**src/rtl/mastermind_solver.sv**
```systemverilog
// Mastermind code breaker: searches for the first candidate consistent with all feedback.
// Optional search-cycle counter under `MASTERMIND_SOLVER_CYCLE_COUNT_EN`.
module mastermind_solver #(
  parameter int MAX_GUESSES = 12
) (
  input  logic        clk,
  input  logic        reset,
  input  logic        start,
  output logic [11:0] guess,
  output logic        guess_valid,
  input  logic        guess_ready,
  input  logic        fb_valid,
  input  logic [2:0]  red,
  input  logic [2:0]  white,
  output logic [3:0]  guess_count,
  output logic        busy,
  output logic        solved,
  output logic        fail
`ifdef MASTERMIND_SOLVER_CYCLE_COUNT_EN
  ,
  output logic [15:0] search_cycles
`endif
);

  typedef enum logic [2:0] {
    IDLE,
    CHECK,
    ISSUE,
    WAIT_FB,
    DONE,
    FAIL
  } state_t;

  state_t      state;
  logic [11:0] cand;
  logic [3:0]  k;
  logic [3:0]  n_hist;

  logic [11:0] hist_g [MAX_GUESSES];
  logic [2:0]  hist_r [MAX_GUESSES];
  logic [2:0]  hist_w [MAX_GUESSES];

  logic [3:0]  k_rd;
  logic [2:0]  sc_r;
  logic [2:0]  sc_w;
  logic        hist_match;
  logic        bad_fb;
  logic        start_ok;

  function automatic logic [5:0] score(
    input logic [11:0] a,
    input logic [11:0] b
  );
    logic [2:0] r;
    logic [2:0] m;
    logic [2:0] ca;
    logic [2:0] cb;
    r = 3'd0;
    m = 3'd0;
    for (int i = 0; i < 4; i++) begin
      if (a[3*i +: 3] == b[3*i +: 3]) r = r + 3'd1;
    end
    for (int c = 0; c < 8; c++) begin
      ca = 3'd0;
      cb = 3'd0;
      for (int i = 0; i < 4; i++) begin
        if (a[3*i +: 3] == 3'(c)) ca = ca + 3'd1;
        if (b[3*i +: 3] == 3'(c)) cb = cb + 3'd1;
      end
      m = m + ((ca < cb) ? ca : cb);
    end
    return {r, m - r};
  endfunction

  // k reaches n_hist only on the pass cycle; keep the read in range
  assign k_rd = (k < 4'(MAX_GUESSES)) ? k : 4'd0;
  assign {sc_r, sc_w} = score(cand, hist_g[k_rd]);
  assign hist_match = (sc_r == hist_r[k_rd]) &&
                      (sc_w == hist_w[k_rd]);

  assign bad_fb = (({1'b0, red} + {1'b0, white}) > 4'd4) ||
                  ((red == 3'd3) && (white == 3'd1));

  assign start_ok = start &&
                    ((state == IDLE) ||
                     (state == DONE) ||
                     (state == FAIL));

  assign busy   = (state == CHECK) ||
                  (state == ISSUE) ||
                  (state == WAIT_FB);
  assign solved = (state == DONE);
  assign fail   = (state == FAIL);

  always_ff @(posedge clk) begin
    if (reset) begin
      state       <= IDLE;
      cand        <= 12'd0;
      k           <= 4'd0;
      n_hist      <= 4'd0;
      guess       <= 12'd0;
      guess_valid <= 1'b0;
      guess_count <= 4'd0;
      for (int i = 0; i < MAX_GUESSES; i++) begin
        hist_g[i] <= 12'd0;
        hist_r[i] <= 3'd0;
        hist_w[i] <= 3'd0;
      end
    end else begin
      unique case (state)
        IDLE, DONE, FAIL: begin
          if (start) begin
            state       <= CHECK;
            cand        <= 12'd0;
            k           <= 4'd0;
            n_hist      <= 4'd0;
            guess_count <= 4'd0;
            for (int i = 0; i < MAX_GUESSES; i++) begin
              hist_g[i] <= 12'd0;
              hist_r[i] <= 3'd0;
              hist_w[i] <= 3'd0;
            end
          end
        end
        CHECK: begin
          if (k == n_hist) begin
            state       <= ISSUE;
            guess       <= cand;
            guess_valid <= 1'b1;
          end else if (hist_match) begin
            k <= k + 4'd1;
          end else if (cand == 12'hFFF) begin
            state <= FAIL;
          end else begin
            cand <= cand + 12'd1;
            k    <= 4'd0;
          end
        end
        ISSUE: begin
          if (guess_ready) begin
            state       <= WAIT_FB;
            guess_valid <= 1'b0;
            guess_count <= guess_count + 4'd1;
          end
        end
        WAIT_FB: begin
          if (fb_valid) begin
            hist_g[n_hist] <= cand;
            hist_r[n_hist] <= red;
            hist_w[n_hist] <= white;
            n_hist         <= n_hist + 4'd1;
            if (bad_fb) begin
              state <= FAIL;
            end else if (red == 3'd4) begin
              state <= DONE;
            end else if (guess_count == 4'(MAX_GUESSES)) begin
              state <= FAIL;
            end else begin
              state <= CHECK;
              cand  <= cand + 12'd1;
              k     <= 4'd0;
            end
          end
        end
        default: state <= IDLE;
      endcase
    end
  end

`ifdef MASTERMIND_SOLVER_CYCLE_COUNT_EN
  always_ff @(posedge clk) begin
    if (reset || start_ok) begin
      search_cycles <= 16'd0;
    end else if ((state == CHECK) && (search_cycles != 16'hFFFF)) begin
      search_cycles <= search_cycles + 16'd1;
    end
  end
`else
  logic unused_start_ok;
  assign unused_start_ok = start_ok;
`endif

endmodule

```
**config.mk**
```make
export PLATFORM = sky130hd
export DESIGN_NAME = mastermind_solver
export DESIGN_NICKNAME = d
export VERILOG_FILES = /design/src/rtl/mastermind_solver.sv
export SDC_FILE = /design/constraint.sdc
export NUM_CORES = 1
export LEC_CHECK = 0
export ABC_AREA = 1
export CAP_MARGIN = 10
export CORE_MARGIN = 2
export CORE_UTILIZATION = 30
export DETAILED_ROUTE_END_ITERATION = 7
export GPL_TIMING_DRIVEN = 1
export SYNTH_ARGS = -nofsm -noshare
export SYNTH_HDL_FRONTEND = slang
export SYNTH_SLANG_ARGS = --single-unit
```
**constraint.sdc**
```tcl
create_clock -name clk -period 22.7 [get_ports clk]
set_input_delay 3.405 -clock clk [delete_from_list [all_inputs] [get_ports clk]]
set_output_delay 3.405 -clock clk [all_outputs]
set_load 0.1 [all_outputs]
```
* Word level (Yosys, flattened, before mapping)
Memory sizes are Yosys's and may differ from the RTL's. Cells that the tools add are included.
Operators by class: $add $sub $neg 64, order comparisons 10, eq/ne operators 86, multiplexer cells 167, bitwise operators 36, reduce and logical (&&, ||, !) cells 29
Operators by type and width (count):
- 2-to-1 mux 3 bit | 94
- 2-to-1 mux 12 bit | 21
- adder 3 x 1 -> 3 bit, second input constant | 51
- equality test 3 bit, second input constant | 35
- equality test 3 x 2 -> 1 bit, second input constant | 19
- 2-to-1 mux 4 bit | 14
- bitwise OR 1 bit | 36
- case mux 12 bit (3 select lines) | 1
- 2-to-1 mux 1 bit | 32
- equality test 3 x 1 -> 1 bit, second input constant | 10
- logical NOT 3 bit | 9
- < comparator 3 bit | 8
- adder 3 bit | 7
- equality test 3 bit | 6
- inequality test 2 bit, second input constant | 9
- case mux 4 bit (2 select lines) | 2
- adder 12 x 1 -> 12 bit, second input constant | 1
- adder 4 x 1 -> 4 bit, second input constant | 3
- equality test 12 bit, second input constant | 1
- case mux 3 bit (4 select lines) | 1
- case mux 4 bit (3 select lines) | 1
- OR reduction 12 bit | 1
- AND reduction 3 bit | 3
- AND reduction 9 bit | 1
- 19 further kinds | 26
Storage, ports and cells: bits in registers 40, RAM bits 216, input bits 11, output and inout bits 20, memories kept 3
Memories:
- hist_g | words 12, width 12, read ports 1, clocked after Yosys merged registers in 0, write ports 12, line 39 | logic [11:0] hist_g [MAX_GUESSES];
- hist_r | words 12, width 3, read ports 1, clocked after Yosys merged registers in 0, write ports 12, line 40 | logic [2:0] hist_r [MAX_GUESSES];
- hist_w | words 12, width 3, read ports 1, clocked after Yosys merged registers in 0, write ports 12, line 41 | logic [2:0] hist_w [MAX_GUESSES];

* Logic depth before layout (Yosys ltp)
An unclocked memory read counts as a cell.
word-level depth 26, gate-level depth with buffers 53, depth with buffers taken out 47

* Least setup slack after synthesis
Ideal clock, no wire load.
path type register to register, start reg k[3], end reg cand[0], arrival time 7302 ps, setup slack 15283 ps, cell stages (with the launch flop) 47, buffers on the path 7, clock period less this slack 7417 ps, cells stage by stage dfxtp_1 > buf_6 > nand2_8 > nand2_4 > buf_6 > buf_6 > buf_4 > buf_6 > clkbuf_1 > a221oi_1 > o311ai_0 > nand2_1 > inv_1 > nor2_1 > inv_1 > nor2_1 > ha_1 > or2_2 > (+11 left out) > fa_1 > ha_1 > xnor2_1 > xnor2_1 > xnor2_1 > nand2b_1 > nand3b_1 > nand2_1 > nand3_1 > nand2_1 > nand3_2 > nor2_4 > nand2_2 > nand2_4 > inv_2 > buf_6 > o21ai_1 > nor2_1
On the way: longest elaborated chain between the ends 25
Ends and longest elaborated chain:
- start, declared | line 36 | logic [3:0] k;
- start signal, assigned | line 131 | k <= k + 4'd1;
- < comparator 4 bit | line 76 | assign k_rd = (k < 4'(MAX_GUESSES)) ? k : 4'd0;
- 2-to-1 mux 4 bit | line 76
- memory (12 x 12 bit)
- equality test 3 x 1 -> 1 bit / logical NOT 3 bit (equally long branches) | line 68 | if (b[3*i +: 3] == 3'(c)) cb = cb + 3'd1;
- 2-to-1 mux 1 bit | line 68
- adder 3 x 1 -> 3 bit | line 68
- 2-to-1 mux 3 bit | line 68
- adder 3 x 1 -> 3 bit | line 68
- (+3 left out)
- < comparator 3 bit | line 70 | m = m + ((ca < cb) ? ca : cb);
- 2-to-1 mux 3 bit | line 70
- adder 3 bit (7 in a row) | line 70
- subtractor 3 bit | line 72 | return {r, m - r};
- equality test 3 bit | line 79 | (sc_w == hist_w[k_rd]);
- logical AND 1 bit | line 78 | assign hist_match = (sc_r == hist_r[k_rd]) &&
- inequality test 2 bit (no line)
- AND reduction 9 bit (no line) *
- end signal, assigned | line 135 | cand <= cand + 12'd1;
- end signal, assigned | line 160 | cand <= cand + 12'd1;
- end, declared | line 35 | logic [11:0] cand;
Mark *: on every way between the ends. The rest lies on a longest branch, timed or not. A chain may end at the register's enable or synchronous reset.

* Final worst setup path
start reg k[2], end reg cand[3]
Same word-level chain as after synthesis.

==> flow_metrics.env <==
export IMPL_status="finished, final reports clean"
export IMPL_die_area_um2=54540
export IMPL_cts_path_max_buffers=3
export IMPL_synthXorXnorAreaFrac=0.03768
export IMPL_io_buffers=30
export IMPL_final_nets=1943
export IMPL_combPwrFrac=0.590
export IMPL_syn_area_um2=15810
export IMPL_fin_crit_ns=9.619
export IMPL_min_path_type="register to register"
export IMPL_cp_data_required_time_ns=23.18
export IMPL_slowest_stage="o311ai_0"
export IMPL_gp_congestion=0.8773
export IMPL_synth_top_area_share=0.4104
export IMPL_irDropWorstVdd_v=0.0002561
export IMPL_fmax_mhz=104.0
export IMPL_fp_dieW_um=233.5
export IMPL_cap_violations=0
export IMPL_clkTransAtPathRegs_ns=0.06
export IMPL_crit_fanout=75
export IMPL_ant_nets=0
export IMPL_cts_resized=0
export IMPL_setup_violations=0
export IMPL_clock_skew_ns=0.05653
export IMPL_tightest_slew_ns=1.302
export IMPL_ys_ff_latch=256
export IMPL_yosys_area_top_type="edfxtp_1"
export IMPL_r2r_cells=40
export IMPL_r2r_slack_ns=13.08
export IMPL_critPathMaxStageDelay_ns=0.99
export IMPL_htreeDepth=1
export IMPL_grt_max_degree=76
export IMPL_p_switching_uw=1197
export IMPL_die_h_um=233.5
export IMPL_synthCells=1851
export IMPL_synthMuxAreaShare=0.01203
export IMPL_p_clk_frac=0.167
export IMPL_synthArstFlopShare=0
export IMPL_synth_edff_count=216
export IMPL_min_to="guess[10]$_SDFFE_PP0P_"
export IMPL_avgSynthCellArea_um2=8.539
export IMPL_clock_sinks=256
export IMPL_num_vias=12790
export IMPL_drtIter0Drc=1077
export IMPL_drive_above_1_share=0.06108
export IMPL_fin_crit_sh=0.4237
export IMPL_grt_usage=0.1696
export IMPL_switching_share=0.4580
export IMPL_synth_area_top_cells="edfxtp_1 41%, nand2_1 8.6%, nor2_1 8.1%"
export IMPL_hold_buffers=0
export IMPL_cts_tree="done"
export IMPL_dp_hpwl_um=29810
export IMPL_ioPinCount=31
export IMPL_synth_compound_area_frac=0.06721
export IMPL_cts_setup_buffers=0
export IMPL_vias_per_cell=5.037
export IMPL_cts_root_buf="clkbuf_16"
export IMPL_numCtsBuffers=28
export IMPL_fin_tns_setup_ns=0
export IMPL_start_kind="register"
export IMPL_coreArea_um2=52340
export IMPL_syn_nets=1966
export IMPL_internal_power_uw=1417
export IMPL_overflow=0
export IMPL_route_detailed_drc=0
export IMPL_p_seq_frac=0.243
export IMPL_pre_cts_ws_ns=13.26
export IMPL_drv_slew=0
export IMPL_antenna_cells=0
export IMPL_drtPass1Iterations=5
export IMPL_finalWorstSetupSlack_ns=13.08
export IMPL_wirelength_um=46120
export IMPL_power_leakage_uw=0.006835
export IMPL_hold_viol_final=0
export IMPL_grt_pass1_vias=12610
export IMPL_syn2layout_area_growth_pct=10.25
export IMPL_power_density_nw_per_um2=150.0
export IMPL_yosysUniqueCellTypes=51
export IMPL_grt_pass1_wl_um=71580
export IMPL_critPathKind="register to register"
export IMPL_hp_start="guess[10]$_SDFFE_PP0P_"
export IMPL_rows=84
export IMPL_slew_headroom=0.1301
export IMPL_antenna_found_initial=0
export IMPL_start_util=0.3020
export IMPL_ys_dominant_reg_cell="edfxtp_1"
export IMPL_r2r_end="cand[3]$_SDFFE_PP0P_"
export IMPL_ys_warn_count=0
export IMPL_path_common_cell="nand2_1"
export IMPL_reg2reg_from="k[2]$_SDFFE_PP0P_"
export IMPL_clkLatencyLatePin_ns=0.60
export IMPL_synth_top_family_by_area="simple AND/OR/NAND/NOR gates"
export IMPL_worstPathArrival_ns=10.10
export IMPL_rsz0062_at_grt="false"
export IMPL_synth_simple_gate_area_frac=0.2635
export IMPL_end_kind="register"
export IMPL_seq_area_frac_synth=0.4611
export IMPL_synthAdderAreaFrac=0.08708
export IMPL_hold_depth=2
export IMPL_routedWlPerCell_um=18.17
==> stage by stage <==
step	cells	power, µW	hold WS [ns]	instance area, µm²	utilization
finish	2538	2614	0.4618	17430	0.3329
global route	2538	2824	0.4895	17430	0.3329
CTS	2538	2623	0.4650	17430	0.3329
detailed placement	2486	2181	0.4556	16550	0.3163
global placement	2486	2158	0.4505	16550	0.3163
floorplan	1851	1813	0.4708	15810	-
==> sequential cells by signal (all words and copies together), names as in the netlist <==
signal and cells:
hist_g 144, cand 12, state 3, k 4, hist_w 36, hist_r 36, guess_valid 1, n_hist 4
guess 12, guess_count 4
==> kinds of logic (layout without fill, tap and decap cells) <==
family	count (synthesis)	in the layout
compound gates	176	176
xor+xnor	68	68
fa+ha+maj	104	104
buf+inv	262	261
flops	256	256
mux	18	18
simple gates	967	967
==> power groups by stage <==
stage	logic, µW	registers (µW)	clock network, µW
2_1_floorplan	1170	643	0
3_3_place_gp	1520	642	0
3_5_place_dp	1540	644	0
4_1_cts	1550	635	441
5_1_grt	1720	642	460
6_report	1540	635	437
==> final cells by class <==
| cell class | instances | area (µm²) |
|---|---|---|
| fill | 5533 | 34910 |
| timing repair buffer | 42 | 390.4 |
| inverter | 167 | 626.9 |
| tap | 688 | 860.8 |
| multi-input combinational | 1333 | 7388 |
| clock buffer | 35 | 757.0 |
| sequential | 256 | 7288 |
| clock inverter | 17 | 113.9 |
==> cells in the final DEF (no fill, tap or decap), types with 3 or more instances in the layout <==
cell	count
nand3_2	7
o21bai_1	9
nor2_1	341
xor2_1	29
edfxtp_1	216
a32o_1	7
nand4_1	20
buf_4	12
nor2_2	3
a221oi_1	14
nand2_2	13
o21ai_0	44
nand3_1	159
or2_2	10
xnor2_1	39
inv_1	152
o21ai_1	13
clkinv_1	13
fa_1	10
o221ai_1	3
clkbuf_8	3
o31ai_1	4
inv_2	5
clkbuf_1	4
clkdlybuf4s50_1	30
nor3_1	22
o21a_1	3
o211ai_1	3
clkbuf_16	28
dfxtp_1	39
a21oi_1	68
ha_1	94
clkinv_2	11
nand3b_1	16
nand2_1	364
mux2i_1	10
mux2_2	8
==> metal layers <==
metal  up-vias  global-route usage  part of all wire
met5         -                   0                 0
met4         0             0.06329             0.033
met3        88             0.03455             0.081
met2       473              0.2813              0.46
met1      6116              0.2170              0.42
li1       6108                   -                 -
==> synth_stat cells, drive strengths merged, types with 4 or more instances <==
cell type,count
a21oi,68
a221oi,14
a32o,7
buf,44
clkbuf,51
clkinv,10
dfxtp,40
edfxtp,216
fa,10
ha,94
inv,157
mux2,8
mux2i,10
nand2,381
nand3,167
nand3b,16
nand4,20
nor2,346
nor3,22
o21ai,58
o21bai,9
o31ai,4
or2,11
xnor2,39
xor2,29
==> how the worst max path moves through the flow <==
| stage | start | to | slack, ns | cells after the start |
|---|---|---|---|---|
| after detailed placement | k[2]$_SDFFE_PP0P_ | cand[3]$_SDFFE_PP0P_ | 13.26 | 41 |
| after floorplan | k[3]$_SDFFE_PP0P_ | cand[0]$_SDFFE_PP0P_ | 15.28 | 46 |
| after global routing | k[2]$_SDFFE_PP0P_ | cand[3]$_SDFFE_PP0P_ | 12.36 | 42 |
| after CTS | k[2]$_SDFFE_PP0P_ | cand[3]$_SDFFE_PP0P_ | 13.20 | 40 |
| final | k[2]$_SDFFE_PP0P_ | cand[3]$_SDFFE_PP0P_ | 13.08 | 40 |
| after global placement | k[2]$_SDFFE_PP0P_ | cand[3]$_SDFFE_PP0P_ | 13.27 | 44 |
==> worst max-delay path, delay by kind of cell (launching register included) <==
| family | cells | cell delay (ns) |
|---|---|---|
| buffers and inverters | 5 | 1.07 |
| XOR/XNOR | 4 | 0.77 |
| multiplexers | 1 | 0.21 |
| adder cells (fa/ha/maj) | 7 | 2.53 |
| flip-flops | 1 | 0.66 |
| AO/OA/AOI/OAI | 6 | 1.84 |
| AND/OR/NAND/NOR | 17 | 2.40 |
Power figures use the tool's default switching activity.
